==> src/rtl/fifo_burst_pkg.sv <==
// Shared types and constants for the FIFO burst reader and its output skid buffer.
package fifo_burst_pkg;

    // Burst controller states
    typedef enum logic [1:0] {
        StIdle,
        StRun,
        StDone
    } state_e;

    // Skid buffer occupancy width (0..2 entries)
    localparam int unsigned OCC_W = 2;

endpackage

==> src/rtl/stream_skid_buf.sv <==
// Two-entry valid/ready skid buffer. The head register drives the output; the
// skid register catches a word that arrives while the head is still held.
module stream_skid_buf
    import fifo_burst_pkg::*;
#(
    parameter int unsigned DATA_W = 4
) (
    input  logic              clk,
    input  logic              rstn,
    input  logic              flush,
    input  logic              in_valid,
    input  logic [DATA_W-1:0] in_data,
    input  logic              in_last,
    output logic              out_valid,
    output logic [DATA_W-1:0] out_data,
    output logic              out_last,
    input  logic              out_ready,
    output logic [OCC_W-1:0]  occ
);

    logic [DATA_W-1:0] head_data_q, head_data_d;
    logic [DATA_W-1:0] skid_data_q, skid_data_d;
    logic              head_last_q, head_last_d;
    logic              skid_last_q, skid_last_d;
    logic [OCC_W-1:0]  occ_q, occ_d;
    logic              accept;

    assign accept = (occ_q != '0) & out_ready;

    // Next-state: place the incoming word and advance the skid into the head on accept
    always_comb begin
        head_data_d = head_data_q;
        head_last_d = head_last_q;
        skid_data_d = skid_data_q;
        skid_last_d = skid_last_q;
        occ_d       = occ_q;
        if (flush) begin
            head_data_d = '0;
            head_last_d = 1'b0;
            skid_data_d = '0;
            skid_last_d = 1'b0;
            occ_d       = '0;
        end else begin
            unique case ({in_valid, accept})
                2'b10: begin
                    if (occ_q == '0) begin
                        head_data_d = in_data;
                        head_last_d = in_last;
                    end else begin
                        skid_data_d = in_data;
                        skid_last_d = in_last;
                    end
                    occ_d = occ_q + OCC_W'(1);
                end
                2'b01: begin
                    if (occ_q == OCC_W'(2)) begin
                        head_data_d = skid_data_q;
                        head_last_d = skid_last_q;
                    end
                    occ_d = occ_q - OCC_W'(1);
                end
                2'b11: begin
                    // Upstream never pushes at occ=2; the skid branch only keeps order if it did
                    if (occ_q == OCC_W'(2)) begin
                        head_data_d = skid_data_q;
                        head_last_d = skid_last_q;
                        skid_data_d = in_data;
                        skid_last_d = in_last;
                    end else begin
                        head_data_d = in_data;
                        head_last_d = in_last;
                    end
                end
                default: ;
            endcase
        end
    end

    // Buffer registers
    always_ff @(posedge clk or negedge rstn) begin
        if (!rstn) begin
            head_data_q <= '0;
            head_last_q <= 1'b0;
            skid_data_q <= '0;
            skid_last_q <= 1'b0;
            occ_q       <= '0;
        end else begin
            head_data_q <= head_data_d;
            head_last_q <= head_last_d;
            skid_data_q <= skid_data_d;
            skid_last_q <= skid_last_d;
            occ_q       <= occ_d;
        end
    end

    assign out_valid = (occ_q != '0);
    assign out_data  = head_data_q;
    assign out_last  = head_last_q & out_valid;
    assign occ       = occ_q;

endmodule

==> src/rtl/fifo_burst_reader.sv <==
// Read-side burst master: pops a programmed number of words from a synchronous
// FIFO and presents them as a valid/ready stream through a 2-entry skid buffer.
module fifo_burst_reader
    import fifo_burst_pkg::*;
#(
    parameter int unsigned DATA_W = 4,
    parameter int unsigned LEN_W  = 8
) (
    input  logic              clk,
    input  logic              rstn,
    input  logic              i_start,
    input  logic [LEN_W-1:0]  i_len,
    input  logic              i_abort,
    output logic              o_busy,
    output logic              o_done,
    output logic              o_fifo_rden,
    input  logic              i_fifo_empty,
    input  logic [DATA_W-1:0] i_fifo_rddata,
    output logic              o_valid,
    output logic [DATA_W-1:0] o_data,
    output logic              o_last,
    input  logic              i_ready
);

    state_e           state_q;
    logic [LEN_W-1:0] pop_cnt_q;
    logic [LEN_W-1:0] out_cnt_q;
    logic             busy_q;
    logic             done_q;
    logic [OCC_W-1:0] occ;
    logic             accept;
    logic             flush;
    logic             pop_last;

    assign accept   = o_valid & i_ready;
    assign flush    = (state_q == StRun) & i_abort;
    // Popped word is the burst's final one when it is the last pop outstanding
    assign pop_last = (pop_cnt_q == LEN_W'(1));

    // Pop only while room remains in the buffer, so ready never reaches rden combinationally
    assign o_fifo_rden = (state_q == StRun) & ~i_abort & (pop_cnt_q != '0) &
                         ~i_fifo_empty & (occ < OCC_W'(2));

    // Burst FSM with its counters and registered status outputs
    always_ff @(posedge clk or negedge rstn) begin
        if (!rstn) begin
            state_q   <= StIdle;
            pop_cnt_q <= '0;
            out_cnt_q <= '0;
            busy_q    <= 1'b0;
            done_q    <= 1'b0;
        end else begin
            unique case (state_q)
                StIdle: begin
                    if (i_start && (i_len != '0)) begin
                        state_q   <= StRun;
                        pop_cnt_q <= i_len;
                        out_cnt_q <= i_len;
                        busy_q    <= 1'b1;
                    end
                end
                StRun: begin
                    if (i_abort) begin
                        state_q   <= StIdle;
                        pop_cnt_q <= '0;
                        out_cnt_q <= '0;
                        busy_q    <= 1'b0;
                    end else begin
                        if (o_fifo_rden) begin
                            pop_cnt_q <= pop_cnt_q - LEN_W'(1);
                        end
                        if (accept) begin
                            out_cnt_q <= out_cnt_q - LEN_W'(1);
                            if (out_cnt_q == LEN_W'(1)) begin
                                state_q <= StDone;
                                done_q  <= 1'b1;
                            end
                        end
                    end
                end
                StDone: begin
                    state_q <= StIdle;
                    busy_q  <= 1'b0;
                    done_q  <= 1'b0;
                end
                default: begin
                    state_q <= StIdle;
                    busy_q  <= 1'b0;
                    done_q  <= 1'b0;
                end
            endcase
        end
    end

    assign o_busy = busy_q;
    assign o_done = done_q;

    stream_skid_buf #(
        .DATA_W (DATA_W)
    ) u_skid (
        .clk       (clk),
        .rstn      (rstn),
        .flush     (flush),
        .in_valid  (o_fifo_rden),
        .in_data   (i_fifo_rddata),
        .in_last   (pop_last),
        .out_valid (o_valid),
        .out_data  (o_data),
        .out_last  (o_last),
        .out_ready (i_ready),
        .occ       (occ)
    );

endmodule

==> config.mk <==
export PLATFORM = sky130hd
export DESIGN_NAME = fifo_burst_reader
export DESIGN_NICKNAME = d
export VERILOG_FILES = /design/src/rtl/fifo_burst_pkg.sv /design/src/rtl/stream_skid_buf.sv /design/src/rtl/fifo_burst_reader.sv
export SDC_FILE = /design/constraint.sdc
export NUM_CORES = 1
export LEC_CHECK = 0
export CAP_MARGIN = 15
export CORE_MARGIN = 5
export CORE_UTILIZATION = 33
export CTS_BUF_LIST = sky130_fd_sc_hd__clkbuf_8
export DETAILED_ROUTE_END_ITERATION = 10
export HOLD_SLACK_MARGIN = 0.1
export PLACE_DENSITY = 0.61
export SLEW_MARGIN = 15
export SYNTH_ARGS = -nofsm -noshare
export SYNTH_HDL_FRONTEND = slang
export SYNTH_SLANG_ARGS = --single-unit
==> constraint.sdc <==
create_clock -name clk -period 2.5 [get_ports clk]
set_input_delay 0.5 -clock clk [delete_from_list [all_inputs] [get_ports clk]]
set_output_delay 0.5 -clock clk [all_outputs]
set_load 0.005 [all_outputs]
==> results of run 1 <==
## final cells by class
cell class              count  area share (%)
multi-input cells         160            42.3
flip-flops and latches     32            31.1
repair buffers             53            17.9
well taps                  75            3.65
clock buffers               5            2.68
inverters                  13            1.99
clock inverters             2           0.340
## final timing paths
kind	startpoint	end	cells after the start
max	pop_cnt_q[0]$_DFFE_PN0P_	o_fifo_rden	6
min	o_done$_DFFE_PN0P_	o_done$_DFFE_PN0P_	1
max reg2reg	pop_cnt_q[0]$_DFFE_PN0P_	pop_cnt_q[1]$_DFFE_PN0P_	8
min reg2reg	o_done$_DFFE_PN0P_	o_done$_DFFE_PN0P_	1
max in group asynchronous	rstn	out_cnt_q[0]$_DFFE_PN0P_	2
min in group asynchronous	rstn	u_skid.out_data[2]$_DFFE_PN0P_	2
## layer usage
| layer | wire, um | up-vias | track usage (%) |
|---|---|---|---|
| met5 | 0 | - | 0 |
| met4 | 52 | 0 | 3.49 |
| met3 | 344 | 6 | 4.70 |
| met2 | 2700 | 54 | 26.0 |
| met1 | 2530 | 938 | 20.9 |
| li1 | - | 921 | - |
## what timing repair did
item,4_1_cts,5_1_grt
gates resized for setup,4,0
buffers inserted,3,0
setup endpoints to repair,1,0
## logic make-up after synthesis
kind of cell,count (synthesis),synth area share [%]
and+or+nand+nor,72,20.2
adders and majority gates,4,2.52
AOI/OAI and AO/OA,81,30.1
DFF,32,40.3
muxes,3,1.89
buffers and inverters,23,5.04
## report_power, final
| group | switching (mW) | total [mW] | internal (mW) |
|---|---|---|---|
| registers | 0.107 | 0.733 | 0.626 |
| logic | 0.367 | 0.722 | 0.355 |
| clock network | 0.196 | 0.381 | 0.185 |
## cell usage after synthesis, types with 2 or more instances
cell type | instances | area share [%]
dfrtp_1 | 32 | 40
nor2_1 | 19 | 3.6
o21ai_0 | 18 | 4.5
a21oi_1 | 17 | 4.3
inv_1 | 12 | 2.3
nand2_1 | 10 | 1.9
o31ai_1 | 8 | 3.0
clkbuf_1 | 6 | 1.1
nand3_1 | 6 | 1.5
a32oi_1 | 5 | 2.2
a221oi_1 | 4 | 1.8
ha_1 | 4 | 2.5
nor3_1 | 4 | 1.0
o221a_2 | 4 | 2.3
or4_1 | 4 | 1.5
buf_2 | 3 | 0.76
nand2b_1 | 3 | 0.95
nor2b_1 | 3 | 0.95
nor3b_1 | 3 | 1.1
nor4_1 | 3 | 0.95
o21a_1 | 3 | 1.1
o221ai_1 | 3 | 1.3
o22ai_1 | 3 | 0.95
a22o_1 | 2 | 0.88
a22oi_1 | 2 | 0.76
and2_1 | 2 | 0.63
and3_1 | 2 | 0.63
mux2_2 | 2 | 1.1
nor3_2 | 2 | 1.0
o2111ai_1 | 2 | 0.88
o211ai_1 | 2 | 0.76
or2_2 | 2 | 0.63
or3_1 | 2 | 0.63
or3b_2 | 2 | 0.88
## through the flow
stage | hold slack (ns) | power (mW) | instances
after global routing | 0.543 | 1.97 | 340
after detailed placement | 0.501 | 1.43 | 330
after global placement | 0.507 | 1.41 | 330
final | 0.520 | 1.84 | 340
after CTS | 0.521 | 1.84 | 340
after floorplan | 0.204 | 1.15 | 215
## worst max-delay path: cells and delay by family (launching register included)
family                     cells  cell delay, ns
AOI/OAI and AO/OA              1            0.20
adders and majority gates      1            0.15
buffers and inverters          3            0.36
DFF                            1            0.40
and+or+nand+nor                1            0.40
## registers in the layout (all words and copies together) (netlist names)
register            cells
out_cnt_q               8
pop_cnt_q               8
u_skid.out_data         4
u_skid.skid_data_q      4
state_q                 2
u_skid.occ              2
o_busy                  1
o_done                  1
u_skid.head_last_q      1
u_skid.skid_last_q      1
==> run_results.csv, run 1 <==
group,metric,value,unit
place,hpwl,4.10,mm
detailed_routing,route.vias.total,1919,
die,placementRows,28,
die,initial_utilization,33.7,%
power,powerDensity,714,mW/mm2
synthesis,syn_nets,237,
setup_path,cpPeakStageDelay,0.40,ns
timing,report.final.slew_viol_count,0,
timing,layout_setup_ws,0.190,ns
detailed_routing,drcViolationCount,0,
synthesis,ys_seq_area_share,40.3,%
setup_path,arrival,1.81,ns
synthesis,ys_ff_latch,32,
setup_path,critical_path_class,"reg -> out",
setup_path,rrSetupSlack,0.43,ns
timing,rsz0062_at_grt,"no",
detailed_routing,final_antenna_net_count,0,
die,core_area,0.00589,mm2
layout,layout_common_cells,"32 x dfrtp_1, 27 x buf_4, 25 x clkdlybuf4s50_1, 19 x nor2_1, 18 x o21ai_0",
synthesis,syn_inst,215,
timing,hold_viol,0,
synthesis,synthArstFlopShare,100,%
detailed_routing,drt-pass1-iter-count,4,
detailed_routing,wl_per_cell,16.5,um
grt,grt_pass1_wl,9.56,mm
layout,synthToLayoutAreaGrowth,29.6,%
layout,antenna_cells,0,
grt,overflow,0,
timing,period_needed,2.31,ns
place,placed_cell_area,0.00247,mm2
setup_path,crit_path_max_fanout,3,
detailed_routing,viasPerCell,5.64,
synthesis,synth_flop_cell,"dfrtp_1",
die,die_h,87.6,um
setup_path,cp-end-kind,"output port",
synthesis,synth_area,0.00199,mm2
timing,fin_tns_setup,0,ns
setup_path,slowest_stage,"dfrtp_1",
timing,fin_skew,0.00490,ns
timing,relSlewSlack,50.1,%
power,irDropWorstVdd,377,uV
place,gp_congestion,0.833,
place,port_buffers,26,
grt,grt_max_degree,33,
grt,grt_pass1_vias,1935,
timing,tightest_slew,0.741,ns
timing,setup_viol_count_final,0,
layout,drive_above_1_share,20.4,%
setup_path,startpoint_type,"flip-flop",
synthesis,synth_warnings,0,
cts,clk_latency,0.29,ns
setup_path,critPathRequiredTime,2.00,ns
cts,clock_sinks,32,
cts,hold_buffers,0,
cts,cts_max_level,2,
layout,layout_commonest_cell,"dfrtp_1",
power,leakage,1.09,nW
layout,final_nets,287,
die,die_area,0.00767,mm2
synthesis,avgSynthCellArea,9.24,um2
detailed_routing,drt_iter0_drc,158,
layout,num-fill-cells,608,
run,maxCapViolations,0,
place,place_ws,0.0693,ns
cts,cts_tree,"yes",
detailed_routing,totalWireLength,5.62,mm
die,die_w,87.6,um
layout,multi_input_area,0.00109,mm2
outcome,status,"completed",
layout,fin_area,0.00257,mm2
layout,fin_util,43.7,%
synthesis,synth_cell_types,50,
synthesis,synth_edf_count,0,
timing,min_period_over_period,92.4,%
cts,root_buffer,"clkbuf_8",
cts,cts_made_buffers,5,
hold_path,hold_path_class,"reg -> reg",
grt,antenna_found_initial,0,
layout,seq_area,801,um2
cts,cts.path.max_buffers,2,
setup_path,cp_cell_sequence,"inv_2, ha_1, or3b_4, o211ai_4, inv_4, dlygate4sd2_1",
grt,grtUsageTotal,15.9,%
timing,timing.fmax,433,MHz
die,ios,27,
cts,clkTransAtPathRegs,0.06,ns
No activity file was read; power rests on OpenSTA's default activity.
==> inputs of run 2 (changes only) <==
CTS_CLUSTER_SIZE = 30   (was default)
==> results of run 2 <==
Final layout, timing and power as in run 1 (identical DEF).
